$ cat src/rtl/sdram_frame_arb.sv
// Burst request arbiter between the camera/display FIFOs and sdram_top: one 512-word burst at a time.
// Define SDRAM_DOUBLE_BUFFER_EN for two-bank ping-pong; otherwise a single bank (bit 22 stays 0).
module sdram_frame_arb #(
    parameter int BURST_LEN    = 512,
    parameter int FRAME_BURSTS = 1440,
    parameter int RD_LOW_WM    = 512
) (
    input  logic        clk_133M_i,
    input  logic        rst_133i,
    input  logic        cam_frame_tog,
    input  logic        vga_frame_tog,
    input  logic [10:0] wr_fifo_used,
    input  logic [10:0] rd_fifo_used,
    output logic        wr_sdram_req,
    input  logic        wr_sdram_ack,
    output logic [23:0] wr_sdram_add,
    output logic        rd_sdram_req,
    input  logic        rd_sdram_ack,
    output logic [23:0] rd_sdram_add,
    output logic [15:0] frame_cnt,
    output logic [7:0]  drop_cnt
);

    localparam logic [12:0] LP_FRAME = 13'(FRAME_BURSTS);
    localparam logic [10:0] LP_BURST = 11'(BURST_LEN);
    localparam logic [10:0] LP_RDWM  = 11'(RD_LOW_WM);

    typedef enum logic [1:0] {
        ST_IDLE    = 2'd0,
        ST_WR_BUSY = 2'd1,
        ST_RD_BUSY = 2'd2
    } state_t;

    state_t      r_state;
    logic [2:0]  r_cam_sync;
    logic [2:0]  r_vga_sync;
    logic        r_cam_pend;
    logic        r_vga_pend;
    logic        r_first;
    logic [12:0] r_wr_idx;
    logic [12:0] r_rd_idx;
    logic        r_wr_req;
    logic        r_rd_req;
    logic [23:0] r_wr_add;
    logic [23:0] r_rd_add;
    logic [15:0] r_frame_cnt;
    logic [7:0]  r_drop_cnt;

    logic        w_cam_evt;
    logic        w_vga_evt;
    logic        w_wr_full;
    logic [12:0] w_wr_idx_eff;
    logic [12:0] w_rd_idx_eff;
    logic        w_wr_elig;
    logic        w_rd_elig;
    logic        w_wr_bank_nxt;
    logic        w_disp_bank_nxt;
    logic        w_rd_bank_nxt;

    always_ff @(posedge clk_133M_i or negedge rst_133i) begin
        if (!rst_133i) begin
            r_cam_sync <= '0;
            r_vga_sync <= '0;
        end else begin
            r_cam_sync <= {r_cam_sync[1:0], cam_frame_tog};
            r_vga_sync <= {r_vga_sync[1:0], vga_frame_tog};
        end
    end

    assign w_cam_evt = r_cam_sync[2] ^ r_cam_sync[1];
    assign w_vga_evt = r_vga_sync[2] ^ r_vga_sync[1];
    assign w_wr_full = (r_wr_idx == LP_FRAME);

    // Pending frame events take effect in the same IDLE cycle as the eligibility check.
    assign w_wr_idx_eff = r_cam_pend ? 13'd0 : r_wr_idx;
    assign w_rd_idx_eff = r_vga_pend ? 13'd0 : r_rd_idx;
    assign w_rd_elig    = (rd_fifo_used <= LP_RDWM) && (w_rd_idx_eff < LP_FRAME);
    assign w_wr_elig    = (wr_fifo_used >= LP_BURST) && (w_wr_idx_eff < LP_FRAME);

`ifdef SDRAM_DOUBLE_BUFFER_EN
    logic r_wr_bank;
    logic r_disp_bank;
    logic r_rd_bank;

    assign w_wr_bank_nxt   = (r_cam_pend && w_wr_full) ? ~r_wr_bank : r_wr_bank;
    assign w_disp_bank_nxt = (r_cam_pend && w_wr_full) ? r_wr_bank : r_disp_bank;
    assign w_rd_bank_nxt   = r_vga_pend ? w_disp_bank_nxt : r_rd_bank;

    always_ff @(posedge clk_133M_i or negedge rst_133i) begin
        if (!rst_133i) begin
            r_wr_bank   <= 1'b0;
            r_disp_bank <= 1'b1;
            r_rd_bank   <= 1'b1;
        end else if (r_state == ST_IDLE) begin
            r_wr_bank   <= w_wr_bank_nxt;
            r_disp_bank <= w_disp_bank_nxt;
            r_rd_bank   <= w_rd_bank_nxt;
        end
    end
`else
    assign w_wr_bank_nxt   = 1'b0;
    assign w_disp_bank_nxt = 1'b0;
    assign w_rd_bank_nxt   = 1'b0;
`endif

    always_ff @(posedge clk_133M_i or negedge rst_133i) begin
        if (!rst_133i) begin
            r_state     <= ST_IDLE;
            r_cam_pend  <= 1'b0;
            r_vga_pend  <= 1'b0;
            r_first     <= 1'b1;
            r_wr_idx    <= '0;
            r_rd_idx    <= '0;
            r_wr_req    <= 1'b0;
            r_rd_req    <= 1'b0;
            r_wr_add    <= '0;
            r_rd_add    <= '0;
            r_frame_cnt <= '0;
            r_drop_cnt  <= '0;
        end else begin
            r_cam_pend <= r_cam_pend | w_cam_evt;
            r_vga_pend <= r_vga_pend | w_vga_evt;
            case (r_state)
                ST_IDLE: begin
                    r_cam_pend <= w_cam_evt;
                    r_vga_pend <= w_vga_evt;
                    if (r_cam_pend) begin
                        r_wr_idx <= '0;
                        r_first  <= 1'b0;
                        // The start-up event before any data is written is not a drop.
                        if (w_wr_full)
                            r_frame_cnt <= r_frame_cnt + 16'd1;
                        else if (!(r_first && r_wr_idx == 13'd0) && r_drop_cnt != 8'hFF)
                            r_drop_cnt <= r_drop_cnt + 8'd1;
                    end
                    if (r_vga_pend)
                        r_rd_idx <= '0;
                    if (w_rd_elig) begin
                        r_rd_req <= 1'b1;
                        r_rd_add <= {1'b0, w_rd_bank_nxt, w_rd_idx_eff, 9'd0};
                        r_state  <= ST_RD_BUSY;
                    end else if (w_wr_elig) begin
                        r_wr_req <= 1'b1;
                        r_wr_add <= {1'b0, w_wr_bank_nxt, w_wr_idx_eff, 9'd0};
                        r_state  <= ST_WR_BUSY;
                    end
                end
                ST_WR_BUSY: begin
                    if (wr_sdram_ack) begin
                        r_wr_req <= 1'b0;
                        r_wr_idx <= r_wr_idx + 13'd1;
                        r_state  <= ST_IDLE;
                    end
                end
                ST_RD_BUSY: begin
                    if (rd_sdram_ack) begin
                        r_rd_req <= 1'b0;
                        r_rd_idx <= r_rd_idx + 13'd1;
                        r_state  <= ST_IDLE;
                    end
                end
                default: r_state <= ST_IDLE;
            endcase
        end
    end

    assign wr_sdram_req = r_wr_req;
    assign wr_sdram_add = r_wr_add;
    assign rd_sdram_req = r_rd_req;
    assign rd_sdram_add = r_rd_add;
    assign frame_cnt    = r_frame_cnt;
    assign drop_cnt     = r_drop_cnt;

endmodule
$ cat config.mk
export PLATFORM = sky130hd
export DESIGN_NAME = sdram_frame_arb
export DESIGN_NICKNAME = d
export VERILOG_FILES = /design/src/rtl/sdram_frame_arb.sv
export SDC_FILE = /design/constraint.sdc
export NUM_CORES = 1
export LEC_CHECK = 0
export ABC_CLOCK_PERIOD_IN_PS = 2600
export BUFFER_PORTS_ARGS = -buffer_cell sky130_fd_sc_hd__buf_2
export CAP_MARGIN = 20
export CORE_UTILIZATION = 54
export CTS_CLUSTER_SIZE = 24
export DETAILED_ROUTE_END_ITERATION = 7
export GPL_ROUTABILITY_DRIVEN = 0
export GPL_TIMING_DRIVEN = 0
export PLACE_DENSITY = 0.82
export SYNTH_ARGS = -nofsm -noshare
export SYNTH_HDL_FRONTEND = slang
export SYNTH_SLANG_ARGS = --single-unit
$ cat constraint.sdc
create_clock -name clk_133M_i -period 2.6 [get_ports clk_133M_i]
set_clock_uncertainty 0.05 [all_clocks]
set_input_delay 0.13 -clock clk_133M_i [delete_from_list [all_inputs] [get_ports clk_133M_i]]
set_output_delay 0.13 -clock clk_133M_i [all_outputs]
set_load 0.1 [all_outputs]
==> metrics.md, run 1 <==
| Metric | Value |
|---|---|
| Hold slack | just over 80 ps |
| Final nets | about 540 |
| Power share of the combinational group | 0.365 |
| Final core occ | 0.667 |
| Synth area leaders | dfrtp_1 51%, mux2_2 6.5%, buf_4 4.2% |
| First-pass GRT wire length | 14.3 mm |
| Critical path type | register to register |
| CORE AREA | 7730 um2 |
| Worst slew margin | 0.607 |
| Dpl cells | 594 |
| Detailed-route via count | 3,257 |
| Die area | between 8000 and 9000 um2 |
| GRT overflow | 0 |
| CP top delay family | simple AND/OR/NAND/NOR gates |
| Worst hold endpoint | r_state[1] |
| Final Hold Fails | 0 |
| GRT Overall Usage | 0.214 |
| Number of setup violations in the final report | 0 |
| Crit path buffers/inverters | 1 |
| 1st-pass router iterations | 4 |
| Post-route setup slack | ~310 ps |
| Fin area | about 5000 um2 |
| Post-synth EDFFs | 0 |
| Root Driver | clkbuf_8 |
| Max-Cap Viols | 0 |
| Slew of the pin with the lowest slew margin | just under 600 ps |
| Seq pwr share | 0.400 |
| Async SR Flop Fraction | 1.00 |
| Worst-Skew Late Latency | roughly 350 ps |
| Vias in the first global route | between 3,000 and 4,000 |
| Reg area | between 2000 and 2500 um2 |
| Total power | approximately 4 mW |
| Wire per inst | ~13 um |
| Clock tree from TritonCTS | yes |
| CP max-delay cell | dfrtp_1 |
| Sw Share | 0.428 |
| FF-to-FF path depth | 6 |
| Cts hold-fix bufs | 3 |
| Min Tclk post-route | approximately 2300 ps |
| Standard-cell row count | 32 |
| P_leak | roughly 2.7 nW |
| Clock buffer depth | 2 |
| HP Start | rd_sdram_ack |
| Top cell type by total area after synthesis | dfrtp_1 |
| CP Launch Type | register |
| Netlist cell types | 51 |
| Num CTS Buffers | 9 |
| Worst EP required | 2790 ps |
| Routed WL | 8.20 mm |
| Worst vdd ir | 536 uV |
| Main synth FF type | dfrtp_1 |
| R2r setup slk | approximately 310 ps |
| Post-DRT Antenna Nets | 0 |
| Post-synthesis sequential element count | 89 |
| CP cell instances | nor3_1 -> o21ai_0 -> a21oi_1 -> nand3_1 -> buf_4 -> mux2_2 |
| Syn. warnings | 0 |
| Worst flop-to-flop path endpoint | wr_sdram_add[18] |
| Max-slew violations | 0 |
| Met3 GRT Util | 0.0360 |
| Peak Freq | 437 MHz |
| DP Area | ~5000 um2 |
| Clk slew on worst S/H paths | 80 ps |
| Commonest non-fill, non-tap cells in the layout | 88 x dfrtp_1, 71 x buf_2, 46 x nand2_1 |
| Height of the die | just over 90 um |
| Cell area power density | approximately 800 nW/um2 |
| Period utilisation layout | 0.880 |
| Arrival @ worst endpoint | 2470 ps |
| Sw Pwr | between 1.5 and 2 mW |
| Cell Area, Synth | approximately 4300 um2 |
| CTS sink cnt | around 90 |
| Post-Layout Cell Count | around 610 |
| Largest net degree at the start of global routing | between 60 and 70 |
| Status | finished clean |
| Initial core utilization | 0.560 |
| Initial antenna violation count | 0 |
| H-tree depth | 3 |
| R2r startpoint | r_wr_idx[9] |
| Hold Path Stages | 3 |
| Post-Place Worst Slack | between 300 and 400 ps |
| Resized Gates After CTS | 0 |
| Largest stage delay, worst path | 490 ps |
| Clock share of power | 0.235 |
| Die Wd | between 90 and 100 um |
| Register area share after synthesis | 0.515 |
| HP Class | primary input to register |
| Mean post-synth cell area | 10.8 um2 |
| Top cell type's share of synthesized area | 0.509 |
| Multi-input gate area | between 1500 and 2000 um2 |
| Vias/cell | 5.31 |
| IO Port Bufs | 70 |
| RSZ-0062 raised after global routing | false |
| Post-Synthesis Cells | 400 |
| Power Internal | roughly 2.4 mW |
| Met2 global-route usage | 0.352 |
| CP Capture Type | register |
| Hpwl dp | ~5.9 mm |
| Met1 usage | 0.273 |
| Post-CTS Setup Repair Bufs | 0 |
| Antenna cell count | 0 |
| Area Overhead vs Synth | 19.0% |
| Ports | 102 |
| Share of cells above drive strength 1 | 0.294 |
| # DRC | 0 |
| Max FO, Critical Path | 10 |
| GRT Max-Usage Layer | met2 |
| Setup TNS | 0 ps |
| # fillers | around 630 |
| Drt first-iter violations | between 100 and 150 |
| Commonest non-fill, non-tap cell in the layout | dfrtp_1 |
[how the worst max path moves through the flow]
stage          depth (start not counted)          from                to  slack (ps)
2_1_floorplan                          6  frame_cnt[0]     frame_cnt[12]         370
3_3_place_gp                           6  r_rd_idx[10]  rd_sdram_add[16]         360
3_5_place_dp                           6   r_wr_idx[9]  wr_sdram_add[18]         330
4_1_cts                                6   r_wr_idx[9]  wr_sdram_add[18]         310
5_1_grt                                6  r_rd_idx[10]  rd_sdram_add[15]         160
6_report                               6   r_wr_idx[9]  wr_sdram_add[18]         310
[power groups by stage]
stage | Combinational, mW | Clock (mW) | Sequential, mW
final | 1.50 | 0.968 | 1.65
after global routing | 1.61 | 1.03 | 1.67
after CTS | 1.51 | 0.987 | 1.65
after detailed placement | 1.50 | 0 | 1.68
after global placement | 1.47 | 0 | 1.67
after floorplan | 0.688 | 0 | 2.20
[Yosys cell counts (5+ instances only)]
cell type   n
nor2_1     20
inv_1       8
buf_4      24
xnor2_1    15
nand2_1    46
nor2b_1    24
and4_1      5
nand4_1     9
ha_1        5
mux2i_1    11
a22o_1      6
mux2_2     25
nand3_1    14
and2_1      5
xor2_1     10
dfrtp_1    88
and3_1      7
o21ai_0    20
nor4_1      6
[cell type report]
class                      instances  area share
tap                              102      0.0248
sequential                        89       0.432
timing repair buffer              74      0.0797
buffer                            32      0.0427
clock buffer                      11      0.0294
clock inverter                     5      0.0104
multi-input combinational        292       0.375
inverter                           8     0.00583
[per-layer routing]
layer / share of wire / wire [um]
met3: 0.043 / 352
met5: 0 / 0
met1: 0.45 / 3690
met4: 0.018 / 147
met2: 0.49 / 4010
[state kept, by name, indices dropped and copies added, names as in the netlist]
register / flops
r_state: 2
wr_sdram_req: 1
wr_sdram_add: 13
rd_sdram_add: 13
r_cam_pend: 1
r_vga_sync: 3
drop_cnt: 8
r_first: 1
r_wr_idx: 13
r_rd_idx: 13
frame_cnt: 16
rd_sdram_req: 1
r_cam_sync: 3
r_vga_pend: 1
[worst register-to-register path, delay by kind of cell (launching register included)]
| family | cells | cell delay [ps] |
|---|---|---|
| multiplexers | 1 | 280 |
| buffers and inverters | 1 | 260 |
| flip-flops | 1 | 490 |
| AO/OA/AOI/OAI | 2 | 410 |
| AND/OR/NAND/NOR | 2 | 700 |
[kinds of logic after synthesis]
family | after synthesis | synth area share
compound gates | 47 | 0.0719
fa+ha+maj | 5 | 0.0144
xor+xnor | 25 | 0.0506
other cells | 1 | 0.000866
flops | 89 | 0.515
mux | 36 | 0.0904
simple gates | 157 | 0.199
buf+inv | 40 | 0.0578
Note: power is estimated with default switching activity, not from simulation.
==> run 2: changes to the inputs <==
--- a/config.mk
+++ b/config.mk
@@ -5,10 +5,11 @@
 export SDC_FILE = /design/constraint.sdc
 export NUM_CORES = 1
 export LEC_CHECK = 0
+export ABC_AREA = 1
 export ABC_CLOCK_PERIOD_IN_PS = 2600
 export BUFFER_PORTS_ARGS = -buffer_cell sky130_fd_sc_hd__buf_2
 export CAP_MARGIN = 20
-export CORE_UTILIZATION = 54
+export CORE_UTILIZATION = 55
 export CTS_CLUSTER_SIZE = 24
 export DETAILED_ROUTE_END_ITERATION = 7
 export GPL_ROUTABILITY_DRIVEN = 0
==> run 2 against run 1 <==
- wire length rose by 30%
- count of clock-buffer cells in the layout rose by 1
- register-to-register slack improved by 370 ps
- critical endpoint is now frame_cnt[11]
==> metrics.md, run 2 <==
| Metric | Value |
|---|---|
| CP top delay family | simple AND/OR/NAND/NOR gates |
| Standard-cell row count | 34 (+6.3%) |
| P_leak | 2.91 nW (+9.4%) |
| Min Tclk post-route | 1920 ps (-368 ps) |
| Fin area | 5750 um2 (+12%) |
| Drt first-iter violations | 314 (+140%) |
| # fillers | 748 (+19%) |
| Height of the die | 96.5 um (+5.4%) |
| Top cell type's share of synthesized area | 0.448 (-0.0603) |
| Critical path type | register to register |
| Top cell type by total area after synthesis | dfrtp_1 |
| Commonest non-fill, non-tap cells in the layout | 161 x nand2_1, 88 x dfrtp_1, 71 x buf_2 |
| Final nets | 745 (+38%) |
| Main synth FF type | dfrtp_1 |
| Resized Gates After CTS | 0 (unchanged) |
| GRT overflow | 0 (unchanged) |
| Number of setup violations in the final report | 0 (unchanged) |
| Crit path from | r_wr_idx[0] |
| Synth area leaders | dfrtp_1 45%, nand2_1 12%, inv_1 5.2% |
| Worst vdd ir | 838 uV (+56%) |
| Detailed-route via count | 4,227 (+30%) |
| Final core occ | 0.663 (-0.00386) |
| Hold slack | 175 ps (+92.6 ps) |
| Setup TNS | 0 ps (unchanged) |
| Syn. warnings | 0 (unchanged) |
| Post-synthesis sequential element count | 89 (unchanged) |
| Crit path buffers/inverters | 2 (+1) |
| CP Capture Type | register |
| Max FFs per register | 16 (unchanged) |
| R2r startpoint | r_wr_idx[0] |
| CP max-delay cell | dfrtp_1 |
| Netlist cell types | 36 (-29%) |
| First-pass GRT wire length | 17.5 mm (+22%) |
| Share of cells above drive strength 1 | 0.254 (-0.0394) |
| RSZ-0062 raised after global routing | false |
| Hpwl dp | 7.83 mm (+33%) |
| Root Driver | clkbuf_8 |
| Die Wd | 96.5 um (+5.4%) |
| Initial core utilization | 0.566 (+0.00578) |
| Clock tree from TritonCTS | yes |
| Cell Area, Synth | 4910 um2 (+13%) |
| CP most frequent cell | nand2_1 |
| Period utilisation layout | 0.738 (-0.142) |
| Vias/cell | 5.13 (-3.5%) |
| Top-count cell post-synth | nand2_1 |
| Post-Synthesis Cells | 604 (+51%) |
| Status | finished clean |
| Seq pwr share | 0.361 (-0.039) |
| DP Area | 5510 um2 (+12%) |
| Max FO, Critical Path | 10 (unchanged) |
| Sw Share | 0.475 (+0.0478) |
| Mean post-synth cell area | 8.13 um2 (-25%) |
| Cell area power density | 837 nW/um2 (+4.6%) |
| Clk slew on worst S/H paths | 90 ps (about the same) |
| Post-CTS Setup Repair Bufs | 0 (unchanged) |
| Clock share of power | 0.199 (-0.036) |
| Num CTS Buffers | 9 (unchanged) |
| Wire per inst | 12.9 um (-3.7%) |
| Initial antenna violation count | 0 (unchanged) |
| HP Class | primary input to asynchronous set/reset pin |
| Die area | 9320 um2 (+11%) |
| Peak Freq | 521 MHz (+19%) |
| Worst EP required | 2840 ps (+50 ps) |
| CTS sink cnt | 89 (unchanged) |
| Max-slew violations | 0 (unchanged) |
| H-tree depth | 3 (unchanged) |
| CP cell instances | inv_1 -> ha_1 -> nand2_1 -> nor3_1 -> nand3_2 -> inv_1 -> nand2_1 -> nand2_1 |
| IO Port Bufs | 70 (unchanged) |
| Commonest non-fill, non-tap cell in the layout | nand2_1 |
| Post-DRT Antenna Nets | 0 (unchanged) |
| Power Internal | 2.53 mW (+7.0%) |
| Routed WL | 10.6 mm (+30%) |
| Async SR Flop Fraction | 1.00 (unchanged) |
| Arrival @ worst endpoint | 2160 ps (-310 ps) |
| # DRC | 0 (unchanged) |
| Max-Cap Viols | 0 (unchanged) |
| Antenna cell count | 0 (unchanged) |
| CORE AREA | 8680 um2 (+12%) |
| Ports | 102 (unchanged) |
| 1st-pass router iterations | 5 (+1) |
| Largest stage delay, worst path | 450 ps (-40 ps) |
| Vias in the first global route | 3,882 (+23%) |
| Final Hold Fails | 0 (unchanged) |
| Sw Pwr | 2.29 mW (+30%) |
| Area Overhead vs Synth | 17.1% |
| Total power | 4.81 mW (+17%) |
| Post-synth EDFFs | 0 (unchanged) |
| CP Launch Type | register |
| GRT Overall Usage | 0.243 (+0.0290) |
| Top cells by count, synth | 161 x nand2_1, 88 x dfrtp_1, 68 x inv_1 |
| Power share of the combinational group | 0.440 (+0.075) |
| Worst-Skew Late Latency | 360 ps (about the same) |
| Clock buffer depth | 2 (unchanged) |
| Register area share after synthesis | 0.454 (-0.0611) |
| Largest net degree at the start of global routing | 64 (-3.0%) |
## run 2: cell types whose count changed after synthesis, moves of 11 or more
cell,change
nor2_1,+29
nand2_1,+115
inv_1,+60
mux2i_1,-11
nor3_1,+11
nor2b_1,-24
o21ai_1,+15
mux2_2,-25
o21ai_2,+22
nand3_1,+19
nand2_2,+16
## run 2: power by group through the flow
stage	Sequential, mW	Clock, mW	Combinational, mW
after floorplan	2.37	0	1.09
after global placement	1.75	0	2.05
after detailed placement	1.76	0	2.10
after CTS	1.73	0.976	2.11
after global routing	1.76	1.03	2.28
final	1.74	0.959	2.12
## run 2: final cells by class
| cell class | count | area (um2) | share of cell area |
|---|---|---|---|
| plain buffers | 33 | 270 | 0.0470 |
| clock buffers | 12 | 155 | 0.0270 |
| repair buffers | 76 | 430 | 0.0748 |
| inverters | 75 | 282 | 0.0489 |
| multi-input cells | 428 | 2210 | 0.385 |
| clock inverters | 3 | 40.0 | 0.00696 |
| flip-flops and latches | 89 | 2230 | 0.387 |
| well taps | 108 | 135 | 0.0235 |
## run 2: logic make-up after synthesis
group / synth area share
simple gates: 0.274
fa+ha+maj: 0.0127
buf+inv: 0.112
compound gates: 0.109
flops: 0.454
xor+xnor: 0.0374
other cells: 0.000763
## run 2: per-layer routing
| metal | track usage | up-vias | wire (um) |
|---|---|---|---|
| met5 | 0 | - | 0 |
| met4 | 0.118 | 0 | 309 |
| met3 | 0.0360 | 34 | 598 |
| met2 | 0.401 | 178 | 5100 |
| met1 | 0.313 | 1940 | 4620 |
| li1 | - | 2075 | - |
## run 2: final timing paths
check / cells after the start / endpoint / slack (ps)
max: 8 / frame_cnt[11] / 680
min: 2 / wr_sdram_add[20] / 170
max reg2reg: 8 / frame_cnt[11] / 680
min reg2reg: 0 / r_cam_sync[1] / 300
max in group asynchronous: 3 / r_first / 1660
min in group clk_133M_i: 6 / wr_sdram_add[20] / 230
## run 2: worst register-to-register path: stages (launching register included)
cell and delay (ps):
dfrtp_1 450, inv_1 110, ha_1 150, nand2_1 90, nor3_1 310, nand3_2 260
inv_1 270, nand2_1 90, nand2_1 70
## run 2: stage by stage
| step | instances | worst slack (ps) |
|---|---|---|
| 2_1_floorplan | 625 | 470 |
| 3_3_place_gp | 803 | 593 |
| 3_5_place_dp | 804 | 770 |
| 4_1_cts | 824 | 732 |
| 5_1_grt | 824 | 572 |
| 6_report | 824 | 681 |
## run 2: timing repair
| action | in CTS | in global routing |
|---|---|---|
| hold endpoints to repair | 30 | 0 |
| setup endpoints to repair | 0 | 0 |
| hold buffers | 5 | 0 |
